<file path="src/rtl/idelay_cal_ctrl.sv">
// Per-lane IODELAY tap sweep: loads every tap, checks the ADC test pattern, then centres
// each lane on its longest contiguous passing window and loads that tap back.
module idelay_cal_ctrl #(
   parameter int NUM_LANES     = 8,
   parameter int SETTLE_CYCLES = 16,
   parameter int CHECK_SAMPLES = 64,
   parameter int MIN_WINDOW    = 4
) (
   input  logic                   clk,
   input  logic                   rst,
   input  logic                   start,
   input  logic [NUM_LANES-1:0]   data_p,
   input  logic [NUM_LANES-1:0]   data_n,
   input  logic [NUM_LANES-1:0]   exp_p,
   input  logic [NUM_LANES-1:0]   exp_n,
   output logic [NUM_LANES-1:0]   delay_ld,
   output logic [4:0]             delay_wdata,
   output logic                   busy,
   output logic                   done,
   output logic [NUM_LANES-1:0]   lane_ok,
   output logic [5*NUM_LANES-1:0] lane_tap
);

   localparam int LANE_W  = (NUM_LANES > 1) ? $clog2(NUM_LANES) : 1;
   localparam int CNT_MAX = (SETTLE_CYCLES > CHECK_SAMPLES) ? SETTLE_CYCLES : CHECK_SAMPLES;
   localparam int CNT_W   = $clog2(CNT_MAX + 1);

   typedef enum logic [3:0] {
      IDLE, LOAD, SETTLE, CHECK, NEXT_TAP, EVAL, APPLY, NEXT_LANE, DONE
   } state_t;

   state_t                 r_state;
   logic [LANE_W-1:0]      r_lane;
   logic [4:0]             r_tap;
   logic [CNT_W-1:0]       r_cnt;
   logic                   r_pass;
   logic [31:0]            r_map;
   logic [4:0]             r_scan;
   logic [5:0]             r_run_len;
   logic [4:0]             r_run_start;
   logic [5:0]             r_best_len;
   logic [4:0]             r_best_start;
   logic [NUM_LANES-1:0]   r_delay_ld;
   logic [4:0]             r_delay_wdata;
   logic                   r_busy;
   logic                   r_done;
   logic [NUM_LANES-1:0]   r_lane_ok;
   logic [5*NUM_LANES-1:0] r_lane_tap;

   logic                   w_match;
   logic                   w_bit;
   logic [5:0]             w_run_len_nxt;
   logic [4:0]             w_run_start_nxt;
   logic [5:0]             w_best_len_nxt;
   logic [4:0]             w_best_start_nxt;
   logic [4:0]             w_center;
   logic                   w_lane_ok;
   logic [4:0]             w_final_tap;
   logic [NUM_LANES-1:0]   w_onehot;
   logic [NUM_LANES-1:0]   w_onehot_next;

   // NOTE: one EVAL scan step is computed combinationally so the last EVAL cycle can commit
   // the updated best run directly; the flop block below then uses only non-blocking writes.
   always_comb begin
      w_match          = (data_p[r_lane] == exp_p[r_lane]) && (data_n[r_lane] == exp_n[r_lane]);
      w_bit            = r_map[r_scan];
      w_run_start_nxt  = (r_run_len == 6'd0) ? r_scan : r_run_start;
      w_run_len_nxt    = w_bit ? (r_run_len + 6'd1) : 6'd0;
      w_best_len_nxt   = r_best_len;
      w_best_start_nxt = r_best_start;
      // Strictly longer replaces the best, so ties keep the lowest-start run.
      if (w_bit && (w_run_len_nxt > r_best_len)) begin
         w_best_len_nxt   = w_run_len_nxt;
         w_best_start_nxt = w_run_start_nxt;
      end
      w_center      = w_best_start_nxt + 5'((w_best_len_nxt - 6'd1) >> 1);
      w_lane_ok     = (int'(w_best_len_nxt) >= MIN_WINDOW);
      w_final_tap   = w_lane_ok ? w_center : 5'd0;
      w_onehot      = NUM_LANES'(1) << r_lane;
      w_onehot_next = NUM_LANES'(1) << (r_lane + LANE_W'(1));
   end

   always_ff @(posedge clk or negedge rst) begin
      if (!rst) begin
         r_state       <= IDLE;
         r_lane        <= '0;
         r_tap         <= '0;
         r_cnt         <= '0;
         r_pass        <= 1'b0;
         r_map         <= '0;
         r_scan        <= '0;
         r_run_len     <= '0;
         r_run_start   <= '0;
         r_best_len    <= '0;
         r_best_start  <= '0;
         r_delay_ld    <= '0;
         r_delay_wdata <= '0;
         r_busy        <= 1'b0;
         r_done        <= 1'b0;
         r_lane_ok     <= '0;
         r_lane_tap    <= '0;
      end else begin
         // Load strobes are raised on entry to LOAD/APPLY and dropped after one cycle.
         r_delay_ld <= '0;
         case (r_state)
            IDLE: begin
               if (start) begin
                  r_lane        <= '0;
                  r_tap         <= '0;
                  r_map         <= '0;
                  r_busy        <= 1'b1;
                  r_done        <= 1'b0;
                  r_lane_ok     <= '0;
                  r_lane_tap    <= '0;
                  r_delay_ld    <= NUM_LANES'(1);
                  r_delay_wdata <= 5'd0;
                  r_state       <= LOAD;
               end
            end
            LOAD: begin
               r_cnt   <= '0;
               r_state <= SETTLE;
            end
            SETTLE: begin
               if (r_cnt == CNT_W'(SETTLE_CYCLES - 1)) begin
                  r_cnt   <= '0;
                  r_pass  <= 1'b1;
                  r_state <= CHECK;
               end else begin
                  r_cnt <= r_cnt + CNT_W'(1);
               end
            end
            CHECK: begin
               r_pass <= r_pass & w_match;
               if (r_cnt == CNT_W'(CHECK_SAMPLES - 1)) begin
                  r_cnt   <= '0;
                  r_state <= NEXT_TAP;
               end else begin
                  r_cnt <= r_cnt + CNT_W'(1);
               end
            end
            NEXT_TAP: begin
               r_map[r_tap] <= r_pass;
               if (r_tap == 5'd31) begin
                  r_scan       <= '0;
                  r_run_len    <= '0;
                  r_run_start  <= '0;
                  r_best_len   <= '0;
                  r_best_start <= '0;
                  r_state      <= EVAL;
               end else begin
                  r_tap         <= r_tap + 5'd1;
                  r_delay_ld    <= w_onehot;
                  r_delay_wdata <= r_tap + 5'd1;
                  r_state       <= LOAD;
               end
            end
            EVAL: begin
               r_run_len    <= w_run_len_nxt;
               r_run_start  <= w_run_start_nxt;
               r_best_len   <= w_best_len_nxt;
               r_best_start <= w_best_start_nxt;
               r_scan       <= r_scan + 5'd1;
               if (r_scan == 5'd31) begin
                  r_lane_ok[r_lane]          <= w_lane_ok;
                  r_lane_tap[r_lane*5 +: 5]  <= w_final_tap;
                  r_delay_ld                 <= w_onehot;
                  r_delay_wdata              <= w_final_tap;
                  r_state                    <= APPLY;
               end
            end
            APPLY: begin
               r_state <= NEXT_LANE;
            end
            NEXT_LANE: begin
               if (r_lane == LANE_W'(NUM_LANES - 1)) begin
                  r_busy  <= 1'b0;
                  r_done  <= 1'b1;
                  r_state <= DONE;
               end else begin
                  r_lane        <= r_lane + LANE_W'(1);
                  r_tap         <= '0;
                  r_map         <= '0;
                  r_delay_ld    <= w_onehot_next;
                  r_delay_wdata <= 5'd0;
                  r_state       <= LOAD;
               end
            end
            DONE: begin
               r_state <= IDLE;
            end
            default: begin
               r_state <= IDLE;
            end
         endcase
      end
   end

   assign delay_ld    = r_delay_ld;
   assign delay_wdata = r_delay_wdata;
   assign busy        = r_busy;
   assign done        = r_done;
   assign lane_ok     = r_lane_ok;
   assign lane_tap    = r_lane_tap;

endmodule
</file>
<file path="config.mk">
export PLATFORM = sky130hd
export DESIGN_NAME = idelay_cal_ctrl
export DESIGN_NICKNAME = d
export VERILOG_FILES = /design/src/rtl/idelay_cal_ctrl.sv
export SDC_FILE = /design/constraint.sdc
export NUM_CORES = 1
export LEC_CHECK = 0
export ABC_CLOCK_PERIOD_IN_PS = 6300
export BUFFER_PORTS_ARGS = -buffer_cell sky130_fd_sc_hd__buf_2
export CORE_MARGIN = 3
export CORE_UTILIZATION = 59
export DETAILED_ROUTE_END_ITERATION = 6
export PLACE_DENSITY = 0.86
export SETUP_SLACK_MARGIN = 0.5
export SYNTH_ARGS = -nofsm -noshare
export SYNTH_HDL_FRONTEND = slang
export SYNTH_SLANG_ARGS = --single-unit
</file>
<file path="constraint.sdc">
create_clock -name clk -period 6.3 [get_ports clk]
set_input_delay 0.63 -clock clk [delete_from_list [all_inputs] [get_ports clk]]
set_output_delay 0.63 -clock clk [all_outputs]
set_load 0.02 [all_outputs]
</file>
==> impl_metrics.yaml <==
clock_tree:
  clock_latency_ns: 0.44
  cts_tree: "yes"
  clockBufferDepth: 2
  clock-root-buffer: "clkbuf_16"
  cts_sinks: 142
  cts_max_level: 4
  path_clk_slew_ns: 0.07
  cts_buffers: 17
worst_setup_path:
  cp.arrival_ns: 5.92
  critical_path_class: "flip-flop to flip-flop"
  worst_ep_required_time_ns: 6.63
  cp-start-kind: "flip-flop"
  endpoint_kind: "flip-flop"
  crit_fanout: 11
route:
  num_vias: 7068
  via_per_inst: 6.54
  ant_nets: 0
  drt-wirelength-per-cell_um: 20.0
  drt_iter0_drc: 851
  drc: 2
  drt_wl_total_mm: 21.6
  first_pass_iters: 7
yosys:
  synth_cell_type_count: 58
  seq_area_frac_synth_pct: 45.2
  yosysWarnings: 0
  avgSynthCellArea_um2: 9.63
  synth_edf_count: 0
  ys_ff_latch: 142
  synth_top_area_cell: "dfrtp_1"
  synthCells: 816
  synthTopCellsByCount: "142 x dfrtp_1, 109 x o21ai_0, 59 x nor2_1"
  syn-cell-area_um2: 7860
  ys_top_cells_by_area: "dfrtp_1 45%, o21ai_0 6.9%, a32o_1 5.3%"
  synth_nets: 880
  async_reset_ff_share_pct: 100
  netlist.area_leader.share_pct: 45.2
  synth_most_common_cell: "dfrtp_1"
  synth_ff_type: "dfrtp_1"
layout:
  diodes: 0
  multi_input_area_um2: 4020
  drive_gt1_share_pct: 18.6
  nNetsFinal: 960
  seqCellArea_um2: 3560
  area_delta_synth_final_pct: 15.1
  finish.instance_area_um2: 9050
  post-route-util_pct: 70.5
  n_fill_cell: 946
global_route:
  grt_pass1_wl_mm: 33.9
  overflow: 0
  grt_pass1_vias: 6672
  grtUsageTotal_pct: 29.3
  antenna_found_initial: 0
  grt_max_degree: 83
power_and_ir_drop:
  finalPower_mw: 1.96
  peakVddDrop_mv: 0.190
  power_leakage_nw: 4.09
  power-per-cell-area_nw_per_um2: 217
timing:
  slew_headroom_pct: 39.4
  tightest_slew_ns: 0.906
  max_freq_ghz: 0.179
  fin_tns_setup_ns: 0
  slew_violations: 0
  setup_violations: 0
  fin_hold_ws_ns: 0.238
  period_share_pct: 88.8
  fin_worst_skew_ns: 0.0144
  hold_viol_final: 0
  rsz0062_at_grt: "no"
  min_period_ns: 5.59
worst_hold_path:
  hp-class: "primary input to async pin"
floorplan:
  initial_core_util_pct: 61.3
  dieArea_um2: 14700
  io_pins: 98
  core_area_um2: 12800
  fp.dieW_um: 121
  num_rows: 41
  die_h_um: 121
place:
  port_buffers: 97
  gp_congestion: 0.894
  place_area_um2: 8380
  dp_hpwl_mm: 13.9
flow_run:
  cap_violations: 0
status:
  status: "complete, but fails checks"
  failed_checks: "DRC"
[power breakdown]
part	total, mW	switching (mW)	internal (mW)
sequential	0.914	0.00135	0.913
clock	1.01	0.440	0.568
combinational	0.0379	0.0262	0.0117
total	1.96	0.468	1.49
[sequential cells by signal (all words and copies together) (netlist names), 6 cells and up]
signal	flops
r_map	32
lane_ok	8
r_run_len	6
r_best_len	6
lane_tap	40
r_cnt	7
delay_ld	8
[path summary, 6_finish.rpt]
check / start / end / slack [ns] / cells past startpoint
max: r_scan[0] / delay_wdata[4] / 0.71 / 24
min: rst / r_map[5] / 0.24 / 1
max reg2reg: r_scan[0] / delay_wdata[4] / 0.71 / 24
min reg2reg: r_run_start[4] / r_run_start[4] / 0.48 / 2
max in group asynchronous: rst / lane_tap[5] / 4.80 / 2
min in group clk: r_run_start[4] / r_run_start[4] / 0.48 / 2
[cells in the final DEF (no fill, tap or decap), types with 5 or more instances in the layout]
cell | netlist | final
a21o_1 | 7 | 7
a21oi_1 | 52 | 50
a22o_1 | 29 | 29
a22oi_1 | 15 | 14
a31oi_1 | 10 | 10
a32o_1 | 42 | 42
and2_1 | 10 | 10
and3_1 | 9 | 9
buf_2 | 6 | 96
buf_4 | 0 | 13
clkbuf_16 | 0 | 17
dfrtp_1 | 142 | 139
ha_1 | 28 | 28
inv_1 | 20 | 20
inv_6 | 0 | 6
mux2_2 | 6 | 6
mux2i_1 | 22 | 22
nand2_1 | 58 | 58
nand2b_1 | 13 | 13
nand3_1 | 28 | 28
nor2_1 | 59 | 59
nor2b_1 | 12 | 10
nor3_1 | 20 | 20
o21ai_0 | 109 | 109
o31ai_1 | 5 | 5
xnor2_1 | 12 | 12
xor2_1 | 10 | 10
[through the flow]
step | cells | setup slack [ns]
2_1_floorplan | 816 | 1.11
3_3_place_gp | 1043 | 0.593
3_5_place_dp | 1043 | 0.330
4_1_cts | 1075 | 0.545
5_1_grt | 1081 | 0.340
6_report | 1081 | 0.707
[what timing repair did]
item,CTS,global route
resized for setup,1,10
gates cloned,0,1
hold buffers,0,0
buffers inserted,0,5
pin swaps,0,2
setup endpoints to repair,9,11
[cell families after synthesis]
family	share of synthesized area [%]
compound gates	24.3
fa+ha+maj	4.84
xor+xnor	2.45
mux	4.60
simple gates	14.3
buf+inv	4.25
flops	45.2
[worst max-delay path: stages (launching register included)]
cell and delay (ns):
dfrtp_4 0.49, buf_4 0.19, mux2i_1 0.12, a22oi_1 0.14
nand4_1 0.11, o22ai_1 0.19, or2_1 0.27, and2_1 0.34
ha_1 0.21, o21ai_0 0.14, o41ai_2 0.51, nand2_4 0.19
nor2_1 0.13, a21oi_1 0.05, ha_1 0.29, inv_1 0.04
ha_1 0.20, fa_1 0.42, a21o_1 0.19, a21oi_2 0.19
xnor2_1 0.19, xor2_1 0.12, a22oi_2 0.24, mux2i_4 0.17
a221o_1 0.34
[metal layers]
| metal | global-route usage [%] | share of wire [%] |
|---|---|---|
| met1 | 39.4 | 41 |
| met5 | 0 | 0 |
| met2 | 45.5 | 48 |
| met3 | 7.79 | 8.6 |
| met4 | 11.6 | 2.9 |
[layout make-up]
class | count | area share, %
Timing Repair Buffer | 110 | 6.51
Clock buffer | 18 | 4.85
Inverter | 20 | 0.830
Tap cell | 172 | 2.38
Sequential cell | 142 | 39.3
Clock inverter | 14 | 1.60
Multi-Input combinational cell | 605 | 44.5
Power figures use the tool's default switching activity.
